$ cat src/rtl/uart_pkg.sv
// Shared definitions for the UART receive path.
//   rx_state_t   : receiver FSM states (IDLE, START, DATA, STOP)
//   DATA_BITS    : data bits per 8N1 frame
//   STOP_BITS    : stop bits per 8N1 frame
//   clks_per_bit : system clocks per bit time (integer division)
package uart_pkg;

   typedef enum logic [1:0] {
      IDLE  = 2'd0,
      START = 2'd1,
      DATA  = 2'd2,
      STOP  = 2'd3
   } rx_state_t;

   localparam int DATA_BITS = 8;
   localparam int STOP_BITS = 1;

   // Result must be at least 4 so the half-bit start check has room.
   function automatic int clks_per_bit(input int clk_hz, input int baud);
      return clk_hz / baud;
   endfunction

endpackage

$ cat src/rtl/uart_rx_byte.sv
// 8N1 byte receiver: 2-FF synchronizer, start/data/stop FSM and bit timing.
// Ports:
//   clk_in, rst_in  : clock, async active-high reset
//   uart_rxd        : raw serial line (idles high)
//   rx_byte         : last accepted byte (registered)
//   rx_valid        : one-cycle pulse when rx_byte updates
//   rx_frame_err    : one-cycle pulse after a bad stop bit
//   rx_data         : shift register contents (complete byte while in STOP)
//   rx_accept       : combinational, good stop bit sampled this cycle
//   rx_reject       : combinational, bad stop bit sampled this cycle
//   rx_start        : combinational, start edge seen while idle
//   rx_idle         : FSM is idle
module uart_rx_byte
   import uart_pkg::*;
#(
   parameter int CLKS_PER_BIT = 868
) (
   input  logic       clk_in,
   input  logic       rst_in,
   input  logic       uart_rxd,
   output logic [7:0] rx_byte,
   output logic       rx_valid,
   output logic       rx_frame_err,
   output logic [7:0] rx_data,
   output logic       rx_accept,
   output logic       rx_reject,
   output logic       rx_start,
   output logic       rx_idle
);

   localparam int CNT_W = $clog2(CLKS_PER_BIT + 1);
   localparam int IDX_W = $clog2(DATA_BITS);

   localparam logic [1:0] ST_IDLE  = IDLE;
   localparam logic [1:0] ST_START = START;
   localparam logic [1:0] ST_DATA  = DATA;
   localparam logic [1:0] ST_STOP  = STOP;

   logic             sync_1, sync_2, rxd_d;
   logic [1:0]       state;
   logic [CNT_W-1:0] cnt;
   logic [IDX_W-1:0] bit_idx;
   logic [7:0]       shreg;
   logic             expire, fall;

   // Counter is loaded with a full (or half) bit time and the sample is
   // taken on the cycle it reaches 1, i.e. exactly that many cycles later.
   assign expire    = (cnt <= CNT_W'(1));
   assign fall      = rxd_d & ~sync_2;
   assign rx_start  = (state == ST_IDLE) && fall;
   assign rx_accept = (state == ST_STOP) && expire && sync_2;
   assign rx_reject = (state == ST_STOP) && expire && !sync_2;
   assign rx_idle   = (state == ST_IDLE);
   assign rx_data   = shreg;

   // Line idles high, so the synchronizer resets to 1 to avoid a false start.
   always_ff @(posedge clk_in or posedge rst_in) begin
      if (rst_in) begin
         sync_1 <= 1'b1;
         sync_2 <= 1'b1;
         rxd_d  <= 1'b1;
      end else begin
         sync_1 <= uart_rxd;
         sync_2 <= sync_1;
         rxd_d  <= sync_2;
      end
   end

   always_ff @(posedge clk_in or posedge rst_in) begin
      if (rst_in) begin
         state   <= ST_IDLE;
         cnt     <= '0;
         bit_idx <= '0;
         shreg   <= '0;
      end else begin
         case (state)
            ST_IDLE: begin
               if (fall) begin
                  state <= ST_START;
                  cnt   <= CNT_W'(CLKS_PER_BIT / 2);
               end
            end
            ST_START: begin
               if (expire) begin
                  // Line back high at mid start bit: treat as a glitch.
                  if (!sync_2) begin
                     state   <= ST_DATA;
                     bit_idx <= '0;
                     cnt     <= CNT_W'(CLKS_PER_BIT);
                  end else begin
                     state <= ST_IDLE;
                  end
               end else begin
                  cnt <= cnt - CNT_W'(1);
               end
            end
            ST_DATA: begin
               if (expire) begin
                  shreg <= {sync_2, shreg[7:1]};
                  cnt   <= CNT_W'(CLKS_PER_BIT);
                  if (bit_idx == IDX_W'(DATA_BITS - 1)) state <= ST_STOP;
                  else bit_idx <= bit_idx + IDX_W'(1);
               end else begin
                  cnt <= cnt - CNT_W'(1);
               end
            end
            default: begin
               // Leave at mid stop bit so a back-to-back start edge is seen.
               if (expire) state <= ST_IDLE;
               else cnt <= cnt - CNT_W'(1);
            end
         endcase
      end
   end

   always_ff @(posedge clk_in or posedge rst_in) begin
      if (rst_in) begin
         rx_byte      <= '0;
         rx_valid     <= 1'b0;
         rx_frame_err <= 1'b0;
      end else begin
         rx_valid     <= rx_accept;
         rx_frame_err <= rx_reject;
         if (rx_accept) rx_byte <= shreg;
      end
   end

endmodule

$ cat src/rtl/uart_word_rx.sv
// UART receiver that packs little-endian byte groups into words.
// Ports:
//   clk_in, rst_in  : clock, async active-high reset
//   uart_rxd        : serial line from the host (idles high)
//   byte_out        : last received byte
//   byte_valid_out  : one-cycle pulse when byte_out updates
//   word_out        : assembled word, first byte in [7:0]
//   word_valid_out  : word available, held until accepted
//   word_ready_in   : consumer accepts on valid && ready
//   frame_err_out   : one-cycle pulse on a bad stop bit
//   overrun_out     : one-cycle pulse when a completed word is dropped
module uart_word_rx
   import uart_pkg::*;
#(
   parameter int CLK_HZ       = 100_000_000,
   parameter int BAUD         = 115_200,
   parameter int WORD_BYTES   = 4,
   parameter int TIMEOUT_BITS = 32
) (
   input  logic                    clk_in,
   input  logic                    rst_in,
   input  logic                    uart_rxd,
   output logic [7:0]              byte_out,
   output logic                    byte_valid_out,
   output logic [8*WORD_BYTES-1:0] word_out,
   output logic                    word_valid_out,
   input  logic                    word_ready_in,
   output logic                    frame_err_out,
   output logic                    overrun_out
);

   localparam int CLKS_PER_BIT = clks_per_bit(CLK_HZ, BAUD);
   localparam int TO_CYCLES    = TIMEOUT_BITS * CLKS_PER_BIT;
   localparam int TO_W         = $clog2(TO_CYCLES + 1);
   localparam int IDX_W        = (WORD_BYTES > 1) ? $clog2(WORD_BYTES) : 1;

   logic [7:0] rx_data;
   logic       rx_accept, rx_reject, rx_start, rx_idle;

   uart_rx_byte #(
      .CLKS_PER_BIT (CLKS_PER_BIT)
   ) u_rx (
      .clk_in       (clk_in),
      .rst_in       (rst_in),
      .uart_rxd     (uart_rxd),
      .rx_byte      (byte_out),
      .rx_valid     (byte_valid_out),
      .rx_frame_err (frame_err_out),
      .rx_data      (rx_data),
      .rx_accept    (rx_accept),
      .rx_reject    (rx_reject),
      .rx_start     (rx_start),
      .rx_idle      (rx_idle)
   );

   logic [WORD_BYTES-1:0][7:0] part, word_full;
   logic [IDX_W-1:0]           idx;
   logic [TO_W-1:0]            idle_cnt;
   logic                       last_byte, hold_free, load, timeout_hit;

   assign last_byte   = (idx == IDX_W'(WORD_BYTES - 1));
   assign hold_free   = !word_valid_out || word_ready_in;
   // Word commits on the stop-sample edge, so it appears together with
   // the byte_valid_out pulse of its last byte.
   assign load        = rx_accept && last_byte && hold_free;
   assign timeout_hit = (idle_cnt == TO_W'(TO_CYCLES - 1));

   // The last lane is taken straight from the shift register.
   always_comb begin
      word_full                 = part;
      word_full[WORD_BYTES-1]   = rx_data;
   end

   // Idle counter only runs while a partial word is waiting in IDLE.
   always_ff @(posedge clk_in or posedge rst_in) begin
      if (rst_in) begin
         idle_cnt <= '0;
      end else if (!rx_idle || rx_start || idx == '0 || timeout_hit) begin
         idle_cnt <= '0;
      end else begin
         idle_cnt <= idle_cnt + TO_W'(1);
      end
   end

   always_ff @(posedge clk_in or posedge rst_in) begin
      if (rst_in) begin
         part <= '0;
         idx  <= '0;
      end else if (rx_reject || timeout_hit) begin
         part <= '0;
         idx  <= '0;
      end else if (rx_accept) begin
         if (last_byte) begin
            part <= '0;
            idx  <= '0;
         end else begin
            part[idx] <= rx_data;
            idx       <= idx + IDX_W'(1);
         end
      end
   end

   always_ff @(posedge clk_in or posedge rst_in) begin
      if (rst_in) begin
         word_out       <= '0;
         word_valid_out <= 1'b0;
         overrun_out    <= 1'b0;
      end else begin
         overrun_out <= rx_accept && last_byte && !hold_free;
         if (load) begin
            word_out       <= word_full;
            word_valid_out <= 1'b1;
         end else if (word_valid_out && word_ready_in) begin
            word_valid_out <= 1'b0;
         end
      end
   end

endmodule

$ cat config.mk
export PLATFORM = sky130hd
export DESIGN_NAME = uart_word_rx
export DESIGN_NICKNAME = d
export VERILOG_FILES = /design/src/rtl/uart_pkg.sv /design/src/rtl/uart_rx_byte.sv /design/src/rtl/uart_word_rx.sv
export SDC_FILE = /design/constraint.sdc
export NUM_CORES = 1
export LEC_CHECK = 0
export ABC_AREA = 1
export CORE_AREA = 4 4 139 74
export CTS_CLUSTER_SIZE = 10
export DETAILED_ROUTE_END_ITERATION = 8
export DIE_AREA = 0 0 143 78
export DONT_BUFFER_PORTS = 1
export HOLD_SLACK_MARGIN = 0.03
export PLACE_DENSITY = 0.84
export SYNTH_ARGS = -nofsm -noshare
export SYNTH_HDL_FRONTEND = slang
export SYNTH_SLANG_ARGS = --single-unit
export TNS_END_PERCENT = 50
$ cat constraint.sdc
create_clock -name clk_in -period 5 [get_ports clk_in]
set_clock_uncertainty 0.2 [all_clocks]
set_input_delay 1 -clock clk_in [delete_from_list [all_inputs] [get_ports clk_in]]
set_output_delay 1 -clock clk_in [all_outputs]
set_load 0.02 [all_outputs]
# Yosys cells after proc, flatten, opt, wreduce, memory -nomap -nowiden
# Index checks and enable logic that the tools add are counted.
dict set report totals {
  register_bits 119
  input_bits 4
  output_inout_bits 44
  word_cells 100
}
dict set report classes {
  addsub 4
  n_lt_le_gt_ge 3
  n_eq_ne 14
  mux 30
  bitwise_logic 2
  n_reduce_logical 28
}
# operator n
set ops {}
lappend ops {{32-bit two-way mux} 3}
lappend ops {{10-bit two-way mux} 5}
lappend ops {{32-bit bitwise mux} 1}
lappend ops {{10-bit case mux with 3 select lines} 1}
lappend ops {{2-bit two-way mux} 9}
lappend ops {{8-bit demux with 2-bit select} 1}
lappend ops {{15-bit by 1-bit adder with 15-bit output (second input constant)} 1}
lappend ops {{15-bit equality test (second input constant)} 1}
lappend ops {{15-bit two-way mux} 1}
lappend ops {{3-bit two-way mux} 4}
lappend ops {{10-bit by 1-bit less-or-equal comparator with 1-bit output (second input constant)} 1}
lappend ops {{5-bit AND reduction} 2}
lappend ops {{10-bit by 1-bit subtractor with 10-bit output (second input constant)} 1}
lappend ops {{1-bit logical AND} 9}
lappend ops {{8-bit two-way mux} 1}
lappend ops {{2-bit by 1-bit inequality test with 1-bit output (second input constant)} 4}
lappend ops {{2-bit nonzero test} 4}
lappend ops {{2-bit equality test (second input constant)} 3}
lappend ops {{2-bit case mux with 3 select lines} 1}
lappend ops {{3-bit case mux with 2 select lines} 1}
lappend ops {{1-bit logical OR} 5}
lappend ops {{1-bit zero test} 4}
lappend ops {{2-bit zero test} 2}
lappend ops {{2-bit inequality test (second input constant)} 2}
lappend ops {{other kinds (13)} 14}

# Logic depth before layout (Yosys ltp)
dict set report depth {
  depth_word 8
  depth_mapped 11
  depth_no_buf 11
}

# Modules after synthesis
# A second synthesis with hierarchy kept.
dict set report hier_totals {
  cells_unflattened 583
  hier_area_um2 5347.6
}
# mod instances cells_each area_each_um2 seq_area_each_um2
set by_module_without_submodules {}
lappend by_module_without_submodules {uart_word_rx 1 353 3433.3 1876.8}
lappend by_module_without_submodules {uart_rx_byte 1 230 1914.3 904.6}

# Worst setup path after synthesis
# Ideal clock, no wire load.
dict set report synth_timing {
  path_type {input to register}
  startpoint {input word_ready_in}
  endpoint {register word_out[17]}
  arrival_time_ns 1.665
  setup_slack_ns 3.069
  path_stages 5
  n_path_buf 1
  path_cell_list {inv_1 > nand2_1 > clkbuf_1 > nand3_1 > nand2_1}
}
dict set report synth_between {
  elab_chain_cells 2
}
# element line_no
set synth_lines {}
lappend synth_lines {{start: declaration} uart_word_rx.sv:27} ;# input logic word_ready_in,
lappend synth_lines {{1-bit logical OR} uart_word_rx.sv:62} ;# assign hold_free = !word_valid_out || word_ready_in;
lappend synth_lines {{1-bit logical AND} uart_word_rx.sv:65} ;# assign load = rx_accept && last_byte && hold_free;
lappend synth_lines {{end signal: assignment} uart_word_rx.sv:111} ;# word_out <= word_full;
lappend synth_lines {{end: declaration} uart_word_rx.sv:25} ;# output logic [8*WORD_BYTES-1:0] word_out,
# No other way between the ends.
# A chain may end at the register's enable or synchronous reset.

# Final worst setup path
dict set report layout_timing {
  startpoint {register u_rx.cnt[0]}
  endpoint {register word_out[26]}
}
dict set report layout_between {
  elab_chain_cells 5
}
# element line_no
set layout_lines {}
lappend layout_lines {{start: declaration} uart_rx_byte.sv:41} ;# logic [CNT_W-1:0] cnt;
lappend layout_lines {{start signal: assignment} uart_rx_byte.sv:80} ;# cnt <= CNT_W'(CLKS_PER_BIT / 2);
lappend layout_lines {{start signal: assignment} uart_rx_byte.sv:89} ;# cnt <= CNT_W'(CLKS_PER_BIT);
lappend layout_lines {{start signal: assignment} uart_rx_byte.sv:94} ;# cnt <= cnt - CNT_W'(1);
lappend layout_lines {{10-bit by 1-bit less-or-equal comparator with 1-bit output} uart_rx_byte.sv:48} ;# assign expire = (cnt <= CNT_W'(1));
lappend layout_lines {{1-bit logical AND (2 in series)} uart_rx_byte.sv:51} ;# assign rx_accept = (state == ST_STOP) && expire && sync_2;
lappend layout_lines {{1-bit logical AND (2 in series)} uart_word_rx.sv:65}
# No other way between the ends.

==> metrics <==
status finished clean; # DRC 0; ys flop type dfrtp_1; count leader, synth nand2_1; Commonest cells post-synth 217 x nand2_1, 108 x dfrtp_1, 69 x inv_1; Peak VDD IR between 0.2 and 0.3 mV; Max Fclk 375 MHz; CTS Hold Bufs 0; WP data required 5.04 ns; I/O pin cnt between 40 and 50; total number of vias about 4200; Most common cell on crit path nand2_1; EDFF count, synth 0; Final nets around 660; Final Util 61.7%; drt pass-1 iters 8; GRT Resource Usage Total 23.3%; CTS sink cnt 111; Final Cycle Share 53.4%; PortBufs 0; grt total ovfl 0; Area Growth Syn to Fin 5.48%; final-report hold violation count 0; P per Cell Area 371 nW/um^2; Routed Antenna Nets 0; routed length per instance 15.7 um; setup TNS 0 ns; Max-slew headroom 29.7%; CTS H-tree lvls 3; CP cell instances inv_1 > ha_1 > nor2_1 > nor2_4 > nand4_4 > nor2_8 > nand2_4 > nand2_1 > nand2_1; Via density 5.53; Post-CTS Setup Bufs 0; 1st-iter DRT viols about 500; Syn Area/Cell between 8 and 9 um^2; Core ar. 9170 um^2; min Tclk post-route 2.67 ns; Initial Util 58.5%; Clock transition at path regs 0.08 ns; number of setup violations in the final report 0; kind of cell adding the most delay to the critical path simple AND/OR/NAND/NOR gates; worst hold slack about 0.17 ns; RSZ-0062 raised after global routing no; Clk Latency, worst-skew pair 0.36 ns; vias in the first global route 4014; drt total wl about 12 mm; register area share after synthesis 51.9%; share of layout cells above drive strength 1 between 7 and 8%; MaxCap Viol Count 0; CTS tree yes; Netlist cell types 32; initial antenna violation count 0; area leader, netlist dfrtp_1; final worst slack 2.33 ns; Hold Crit Class reg -> reg; GP Congestion 0.923; Worst-Margin Slew 1.05 ns; critical path class reg -> reg; leak pwr 3.07 nW; max incr delay on CP 0.46 ns; Area contributors post-synth dfrtp_1 50%, nand2_1 15%, inv_1 4.8%; Cell Rows 25; CP max stage cell nor2_8; largest net degree at the start of global routing 79; Post-Syn Area 5360 um^2; Synth Register Bits 111; asr flop ratio synth 100%; worst path bufs/invs 1; CTS Root Cell clkbuf_16; CTS-repair resized insts 0; die width 143 um; pre-CTS setup slack approximately 2.4 ns; R2R Setup Slk between 2 and 2.5 ns; maximum fanout along the worst path 34; syn_nets 664; Detail Placement HPWL ~8.4 mm; CTS Buf Count 9; Post-Synthesis Cells 646; Arrival @ worst endpoint 2.71 ns; Max Root-Sink Buffers 2; nature of the critical path startpoint flop; Yosys top cell area share about half; Die Y just under 80 um; Setup crit end kind flop; total die area around 11000 um^2; Max Slew Vio Count 0; first-pass GRT wire length 20.3 mm; Synthesis Warnings 0; ant diodes 0
[cells in the final DEF (no fill, tap or decap), types with 6 or more instances in the layout]
cell	Yosys	routed
clkbuf_16	0	9
inv_1	69	68
nor2_1	48	48
a21oi_1	10	10
xor2_1	6	6
nand2_1	217	217
nand2_2	8	8
nand4_1	25	25
ha_1	14	14
dfrtp_1	108	108
nand3_1	51	51
o21ai_0	34	34
[layout make-up]
class                      count  area [um^2]
timing repair buffer           2         15.0
tap                          121          151
clock buffer                  10          229
sequential                   111         2780
multi-input combinational    441         2160
inverter                      73          277
fill                         749         3510
clock inverter                 6         46.3
[through the flow]
stage | total power, W | area [um^2] | instances
2_1_floorplan | 0.00132 | 5360 | 646
4_1_cts | 0.00210 | 5660 | 764
3_5_place_dp | 0.00143 | 5380 | 748
6_report | 0.00210 | 5660 | 764
3_3_place_gp | 0.00140 | 5380 | 748
5_1_grt | 0.00221 | 5660 | 764
[final timing paths]
| kind | cells after the start | endpoint | start |
|---|---|---|---|
| setup / recovery | 9 | word_out[26] | u_rx.cnt[0] |
| hold / removal | 0 | u_rx.sync_2 | u_rx.sync_1 |
| setup reg to reg | 9 | word_out[26] | u_rx.cnt[0] |
| hold reg to reg | 0 | u_rx.sync_2 | u_rx.sync_1 |
| max in group asynchronous | 2 | word_out[23] | rst_in |
| min in group asynchronous | 1 | idle_cnt[5] | rst_in |
[layer usage]
| layer | vias to the layer above | GRT usage (%) | wire length (um) |
|---|---|---|---|
| met5 | - | 0 | 0 |
| met4 | 0 | 6.74 | 170 |
| met3 | 23 | 8.87 | 1250 |
| met2 | 188 | 31.6 | 5000 |
| met1 | 1986 | 34.5 | 5570 |
| li1 | 2030 | - | - |
[kinds of logic after synthesis]
logic type / after synthesis / synth area share, %
AOI/OAI and AO/OA: 47 / 4.50
xor gates and xnor gates: 8 / 1.31
adders and majority gates: 14 / 3.27
buffers and inverters: 94 / 7.91
DFF: 111 / 51.9
and+or+nand+nor: 372 / 31.1
[flip-flops by register name, indices dropped and copies added (netlist names), 2 cells and up]
| register | cells |
|---|---|
| idle_cnt | 15 |
| u_rx.bit_idx | 3 |
| u_rx.state | 2 |
| u_rx.rx_byte | 8 |
| u_rx.rx_data | 8 |
| part | 24 |
| word_out | 32 |
| idx | 2 |
| u_rx.cnt | 10 |
[power breakdown]
part | internal (W) | total [W] | switching, W
Sequential | 0.000943 | 0.00100 | 0.0000573
Clock | 0.000341 | 0.000673 | 0.000332
Combinational | 0.000129 | 0.000422 | 0.000294
Total | 0.00141 | 0.00210 | 0.000683
(Power assumes the default switching activity.)
